<file path="src/rtl/cond_unit_pkg.sv">
// Shared condition codes and NZCV bit positions for the condition/flag stage.
package cond_unit_pkg;
  localparam logic [3:0] COND_EQ = 4'b0000;
  localparam logic [3:0] COND_NE = 4'b0001;
  localparam logic [3:0] COND_CS = 4'b0010;
  localparam logic [3:0] COND_CC = 4'b0011;
  localparam logic [3:0] COND_MI = 4'b0100;
  localparam logic [3:0] COND_PL = 4'b0101;
  localparam logic [3:0] COND_VS = 4'b0110;
  localparam logic [3:0] COND_VC = 4'b0111;
  localparam logic [3:0] COND_HI = 4'b1000;
  localparam logic [3:0] COND_LS = 4'b1001;
  localparam logic [3:0] COND_GE = 4'b1010;
  localparam logic [3:0] COND_LT = 4'b1011;
  localparam logic [3:0] COND_GT = 4'b1100;
  localparam logic [3:0] COND_LE = 4'b1101;
  localparam logic [3:0] COND_AL = 4'b1110;

  localparam int FLAG_N   = 3;
  localparam int FLAG_Z   = 2;
  localparam int FLAG_C   = 1;
  localparam int FLAG_V   = 0;
  localparam int FLAGW_NZ = 1;
  localparam int FLAGW_CV = 0;
endpackage

</file>
<file path="src/rtl/cond_unit_check.sv">
// Combinational condition evaluation: 4-bit condition field against stored NZCV.
module cond_check
  import cond_unit_pkg::*;
(
  input  logic [3:0] cond,
  input  logic [3:0] flags,
  output logic       cond_ex
);
  logic n, z, c, v;

  assign n = flags[FLAG_N];
  assign z = flags[FLAG_Z];
  assign c = flags[FLAG_C];
  assign v = flags[FLAG_V];

  always_comb begin
    cond_ex = 1'b1;
    case (cond)
      COND_EQ: cond_ex = z;
      COND_NE: cond_ex = ~z;
      COND_CS: cond_ex = c;
      COND_CC: cond_ex = ~c;
      COND_MI: cond_ex = n;
      COND_PL: cond_ex = ~n;
      COND_VS: cond_ex = v;
      COND_VC: cond_ex = ~v;
      COND_HI: cond_ex = c & ~z;
      COND_LS: cond_ex = ~c | z;
      COND_GE: cond_ex = (n == v);
      COND_LT: cond_ex = (n != v);
      COND_GT: cond_ex = ~z & (n == v);
      COND_LE: cond_ex = z | (n != v);
      COND_AL: cond_ex = 1'b1;
      // 4'b1111 has no distinct meaning here and executes unconditionally
      default: cond_ex = 1'b1;
    endcase
  end
endmodule

</file>
<file path="src/rtl/cond_unit.sv">
// NZCV flags register with per-pair write enables, condition gating of the write
// enables, and the stored carry fed back to the ALU.
module cond_unit
  import cond_unit_pkg::*;
#(
  parameter logic [3:0] RESET_FLAGS = 4'b0000
) (
  input  logic       CLK,
  input  logic       RESET,
  input  logic [3:0] Cond,
  input  logic [3:0] ALUFlags,
  input  logic [1:0] FlagW,
  input  logic       PCS,
  input  logic       RegW,
  input  logic       MemW,
  input  logic       NoWrite,
  input  logic       Stall,
  output logic       PCSrc,
  output logic       RegWrite,
  output logic       MemWrite,
  output logic       CondEx,
  output logic       Carry,
  output logic [3:0] Flags
);
  logic [3:0] nzcv;

  cond_check u_cond_check (
    .cond    (Cond),
    .flags   (nzcv),
    .cond_ex (CondEx)
  );

  // Condition is judged on the flags held before this edge, so a conditional
  // flag-setting instruction sees pre-update values.
  always_ff @(posedge CLK) begin
    if (RESET) begin
      nzcv <= RESET_FLAGS;
    end else if (CondEx && !Stall) begin
      if (FlagW[FLAGW_NZ]) nzcv[FLAG_N:FLAG_Z] <= ALUFlags[FLAG_N:FLAG_Z];
      if (FlagW[FLAGW_CV]) nzcv[FLAG_C:FLAG_V] <= ALUFlags[FLAG_C:FLAG_V];
    end
  end

  assign PCSrc    = PCS & CondEx;
  assign RegWrite = RegW & CondEx & ~NoWrite;
  assign MemWrite = MemW & CondEx;
  assign Carry    = nzcv[FLAG_C];
  assign Flags    = nzcv;
endmodule

</file>
<file path="config.mk">
export PLATFORM = sky130hd
export DESIGN_NAME = cond_unit
export DESIGN_NICKNAME = d
export VERILOG_FILES = /design/src/rtl/cond_unit_pkg.sv /design/src/rtl/cond_unit_check.sv /design/src/rtl/cond_unit.sv
export SDC_FILE = /design/constraint.sdc
export NUM_CORES = 1
export LEC_CHECK = 0
export ABC_CLOCK_PERIOD_IN_PS = 1650
export BUFFER_PORTS_ARGS = -buffer_cell sky130_fd_sc_hd__buf_4
export CAP_MARGIN = 20
export CORE_AREA = 4 4 41 43
export DETAILED_ROUTE_END_ITERATION = 12
export DIE_AREA = 0 0 45 47
export PLACE_DENSITY_LB_ADDON = 0.15
export SLEW_MARGIN = 10
export SYNTH_ARGS = -nofsm -noshare
export SYNTH_HDL_FRONTEND = slang
export SYNTH_SLANG_ARGS = --single-unit
</file>
<file path="constraint.sdc">
create_clock -name CLK -period 1.65 [get_ports CLK]
set_input_delay 0.165 -clock CLK [delete_from_list [all_inputs] [get_ports CLK]]
set_output_delay 0.165 -clock CLK [all_outputs]
set_load 0.01 [all_outputs]
</file>
==> results of run 1 <==
per-layer routing:
layer,GRT usage (%),part of all wire [%],up-vias
met4,5.26,0,0
met5,0,0,-
met1,11.7,41,185
met3,3.07,11,0
met2,16.1,48,18
li1,-,-,221
stage by stage:
step | instance area (sq um) | utilization [%] | instances | setup slack [ps]
floorplan | 424 | - | 43 | 50.1
global placement | 661 | 50.8 | 87 | 5.53
detailed placement | 661 | 50.8 | 87 | -13.1
CTS | 699 | 53.8 | 90 | -214
global route | 719 | 55.3 | 91 | -263
finish | 719 | 55.3 | 91 | -178
report_power, final:
part,leakage [nW],switching (mW),internal [mW],total (mW)
Sequential,0.0342,0.00537,0.101,0.107
Clock,0.0138,0.0370,0.0812,0.118
Combinational,0.287,0.0585,0.0995,0.158
Total,0.335,0.101,0.282,0.383
worst max-delay path by stage:
stage                                from  endpoint  slack (ps)  depth (start not counted)
finish              Flags[0]$_SDFFE_PP0P_  RegWrite        -180                          7
global placement    Flags[0]$_SDFFE_PP0P_  MemWrite           6                          6
global route        Flags[3]$_SDFFE_PP0P_  RegWrite        -260                          7
detailed placement  Flags[0]$_SDFFE_PP0P_  MemWrite         -10                          6
floorplan           Flags[0]$_SDFFE_PP0P_  MemWrite          50                          5
CTS                 Flags[3]$_SDFFE_PP0P_  MemWrite        -210                          7
cells in the mapped netlist (all sizes together):
cell type,number
mux2i,8
nand2b,8
dfxtp,4
and3b,3
nor2b,3
nor3b,3
a21oi,2
or2b,2
a22oi,1
and2,1
buf,1
inv,1
nand2,1
o211ai,1
o311a,1
xnor2,1
xnor3,1
xor2,1
tightest hold or removal path, cell delays in order:
cell      delay, ps
buf_4           110
nand2b_1         50
mux2i_1          60
final cells by class:
class | instances | area, sq um | area share, %
clock buffer | 3 | 22.5 | 3.13
inverter | 1 | 3.75 | 0.522
multi-input combinational | 37 | 340 | 47.3
sequential | 4 | 86.3 | 12.0
tap | 15 | 18.8 | 2.61
timing repair buffer | 31 | 248 | 34.4
repair_timing:
item | in CTS | in global routing
setup endpoints to repair | 4 | 6
setup buffers | 0 | 1
pin swaps | 3 | 1
hold buffers | 0 | 0
gates resized for setup | 6 | 4
cell families after synthesis:
group | after synthesis
buf+inv | 2
xor+xnor | 3
simple gates | 21
flops | 4
mux | 8
compound gates | 5
==> results_dict.tcl, run 1 <==
set metrics [dict create \
    status "complete, but fails checks" \
    violations "negative setup slack" \
    drtIter0Drc 3 \
    tns_ps -644 \
    p_leak_nw 0.335 \
    ff2ff_path_depth 7 \
    total_power_uw 383 \
    fin_ws_ps -178 \
    synth_seq_area_share_pct 18.9 \
    synth_cells 43 \
    synth_compound_gate_area_share_pct 13.9 \
    synth_top_family_by_area "simple AND/OR/NAND/NOR gates" \
    ir_drop_uv 315 \
    finalCriticalPeriod_ps 1830 \
    largest_reg_flops 4 \
    grt_usage_pct 9.90 \
    nFillCells 132 \
    synth_mux_area_share_pct 19.8 \
    hold_end "Flags[0]$_SDFFE_PP0P_" \
    grt_pass1_wl_um 1500 \
    grt_pass1_vias 373 \
    fin_crit_sh_pct 111 \
    dr.pass1.iters 2 \
    io_buffers 25 \
    drv_cap 0 \
    clkLatencyLatePin_ps 230 \
    rows 13 \
    synthXorXnorAreaFrac_pct 9.44 \
    antenna_found_initial 0 \
    grt.overflow.total 0 \
    die_h_um 47 \
    rr_endpoint "Flags[1]$_SDFFE_PP0P_" \
    die_w_um 45 \
    wl_per_cell_um 10.6 \
    route.detailed.drc 0 \
    drive_above_1_share_pct 61.8 \
    cp_common_cell "mux2i_1" \
    cts.sinks 4 \
    synthAdderAreaFrac_pct 0 \
    cts_root_buf "clkbuf_4" \
    syn_nets 60 \
    power_density_mw_per_mm2 532 \
    nets 95 \
    crit_path_max_incr_delay_ps 340 \
    rrSetupSlack_ps 110 \
    synth-seq-cells 4 \
    hold_class "input port to register" \
    clock_skew_ps 4.38 \
    syn_area_per_cell_sq_um 9.86 \
    final_cell_mix "27 x buf_4, 8 x nand2b_1, 7 x mux2i_1, 4 x buf_6" \
    htree_levels 1 \
    path_class "register to primary output" \
    die-area_sq_mm 0.00212 \
    cp_top_family "multiplexers" \
    cpMaxStageDelayCell "dfxtp_2" \
    drv_slew 0 \
    cts_buffers 3 \
    reg2reg_from "Flags[2]$_SDFFE_PP0P_" \
    worstSetupEndpointType "primary output" \
    syn_to_final_growth_pct 69.6 \
    synth-simple-area-share_pct 35.4 \
    slew_headroom_pct 86.4 \
    yosysWarnings 0 \
    max_freq_mhz 547 \
    vias 424 \
    path_clk_slew_ps 40 \
    drtAntennaViolNets 0 \
    gp_congestion 0.725 \
    viasPerCell 4.66 \
    hold_start "ALUFlags[0]" \
    num_antenna_cells 0 \
    cts_tree "done" \
    synthTopCellsByArea "dfxtp_1 19%, mux2i_1 17%, nand2b_1 12%" \
    hold_viol_final 0 \
    synth.distinct_cells 20 \
    min_path_cells 3 \
    grt_max_degree 9 \
    wl_um 961 \
    cp.required_ps 1480 \
    yosysTopAreaCell "dfxtp_1" \
    synth_top_area_share_pct 18.9 \
    rsz0062_at_grt "true" \
    critPathLaunchType "register" \
    critPathArrivalTime_ps 1660 \
    final_common_cell "buf_4" \
    path_max_fanout 4 \
    timing.hold.ws_ps 196 \
    crit_buf_inv 2 \
    io-pin-count 26 \
    setup_viol 4 \
    start_util_pct 32.6 \
    worstMarginPinSlew_ps 199 \
    core_sq_mm 0.00130 \
    clock_path_buffers 2 \
    path_cells "buf_6, mux2i_1, mux2i_1, o311a_4, and2_4, nor3b_2, buf_4" \
    netlist_area_sq_um 424 \
]
No activity file was read; power rests on OpenSTA's default activity.
==> inputs of run 2 (changes only) <==
Settings changed: SETUP_SLACK_MARGIN set to 0.4.
==> results_dict.tcl, run 2 (synthesized netlist as in run 1, its figures left out) <==
set metrics [dict create \
    cts.sinks 4 \
    total_power_uw 389 \
    path_depth 6 \
    nets 95 \
    clkLatencyLatePin_ps 230 \
    nFillCells 114 \
    route.detailed.drc 0 \
    regArea_sq_um 92.6 \
    gp_congestion 0.644 \
    grt_usage_pct 9.83 \
    setup_viol 4 \
    path_class "register to primary output" \
    drtAntennaViolNets 0 \
    start_util_pct 32.6 \
    ff2ff_path_depth 7 \
    num_antenna_cells 0 \
    drtIter0Drc 2 \
    status "complete, but fails checks" \
    fin_crit_sh_pct 109 \
    die-area_sq_mm 0.00212 \
    p_leak_nw 0.339 \
    cpMaxStageDelayCell "dfxtp_4" \
    fin_util_pct 56.6 \
    cts_tree "done" \
    hpwl_um 763 \
    path_clk_slew_ps 30 \
    violations "negative setup slack" \
    vias 429 \
    multi_input_area_sq_um 359 \
    die_h_um 47 \
    rsz0062_at_grt "true" \
    drv_cap 0 \
    largest_reg_flops 4 \
    rows 13 \
    crit_path_max_incr_delay_ps 350 \
    htree_levels 1 \
    viasPerCell 4.71 \
    dpl_cell_area_sq_um 652 \
    slew_headroom_pct 87.5 \
    drive_above_1_share_pct 61.8 \
    crit_buf_inv 1 \
    wl_per_cell_um 10.2 \
    cts_root_buf "clkbuf_4" \
    place_inst 83 \
    path_max_fanout 4 \
    cts_buffers 3 \
    cp.required_ps 1480 \
    path_cells "xnor3_1, o211ai_2, o311a_4, and2_4, nor2b_1, buf_4" \
    io-pin-count 26 \
    min_path_cells 3 \
    clock_path_buffers 2 \
    clock_skew_ps 2.54 \
    io_buffers 25 \
    final_area_sq_um 737 \
    hold_viol_final 0 \
    tns_ps -526 \
    finalCriticalPeriod_ps 1790 \
    drv_slew 0 \
    grt_pass1_vias 397 \
    ir_drop_uv 381 \
    syn_to_final_growth_pct 73.7 \
    timing.hold.ws_ps 194 \
    final_common_cell "buf_4" \
    grt.overflow.total 0 \
    fin_ws_ps -143 \
    critPathLaunchType "register" \
    grt_max_degree 9 \
    hold_class "input port to register" \
    dr.pass1.iters 2 \
    cp_top_family "compound AO/OA/AOI/OAI gates" \
    final_cells 91 \
    worstMarginPinSlew_ps 183 \
    pre_cts_slack_ps 41.8 \
    power_density_mw_per_mm2 528 \
    final_cell_mix "29 x buf_4, 8 x nand2b_1, 7 x mux2i_1" \
    grt_pass1_wl_um 1510 \
    critPathArrivalTime_ps 1630 \
    antenna_found_initial 0 \
    wl_um 932 \
    core_sq_mm 0.00130 \
    worstSetupEndpointType "primary output" \
    max_freq_mhz 558 \
    die_w_um 45 \
]
==> run 2: tightest hold or removal path: cells and delay by family <==
family,cells,cell delay (ps)
buffers and inverters,1,110
and+or+nand+nor,1,50
muxes,1,60
==> run 2: worst paths after layout <==
path | start | endpoint | slack [ps]
worst max register to register | Flags[1]$_SDFFE_PP0P_ | Flags[1]$_SDFFE_PP0P_ | 70
worst min-delay path | ALUFlags[3] | Flags[3]$_SDFFE_PP0P_ | 190
worst max-delay path | Flags[3]$_SDFFE_PP0P_ | PCSrc | -140
worst min register to register | Flags[0]$_SDFFE_PP0P_ | Flags[0]$_SDFFE_PP0P_ | 580
==> run 2: final cells by class <==
type | count | area share, %
clock buffer | 3 | 3.06
inverter | 1 | 0.509
multi-input combinational | 37 | 48.7
sequential | 4 | 12.6
tap | 15 | 2.55
timing repair buffer | 31 | 32.6
==> run 2: timing repair <==
action | CTS | global route
gates resized for setup | 5 | 0
hold buffers | 0 | 0
pin swaps | 2 | 1
buffers inserted | 4 | 1
setup endpoints to repair | 8 | 8
endpoints found under the hold margin | 0 | 0
==> run 2: metal layers <==
layer / track usage, % / part of all wire (%) / vias up
met5: 0 / 0 / -
met3: 1.15 / 9.1 / 0
met1: 10.3 / 40 / 193
met4: 7.02 / 0 / 0
met2: 18.1 / 51 / 17
li1: - / - / 219
==> run 2: where the power goes <==
group	total [mW]	internal [mW]	switching, mW
Combinational	0.168	0.103	0.0646
Sequential	0.104	0.0992	0.00456
Clock	0.118	0.0811	0.0368
Total	0.389	0.283	0.106
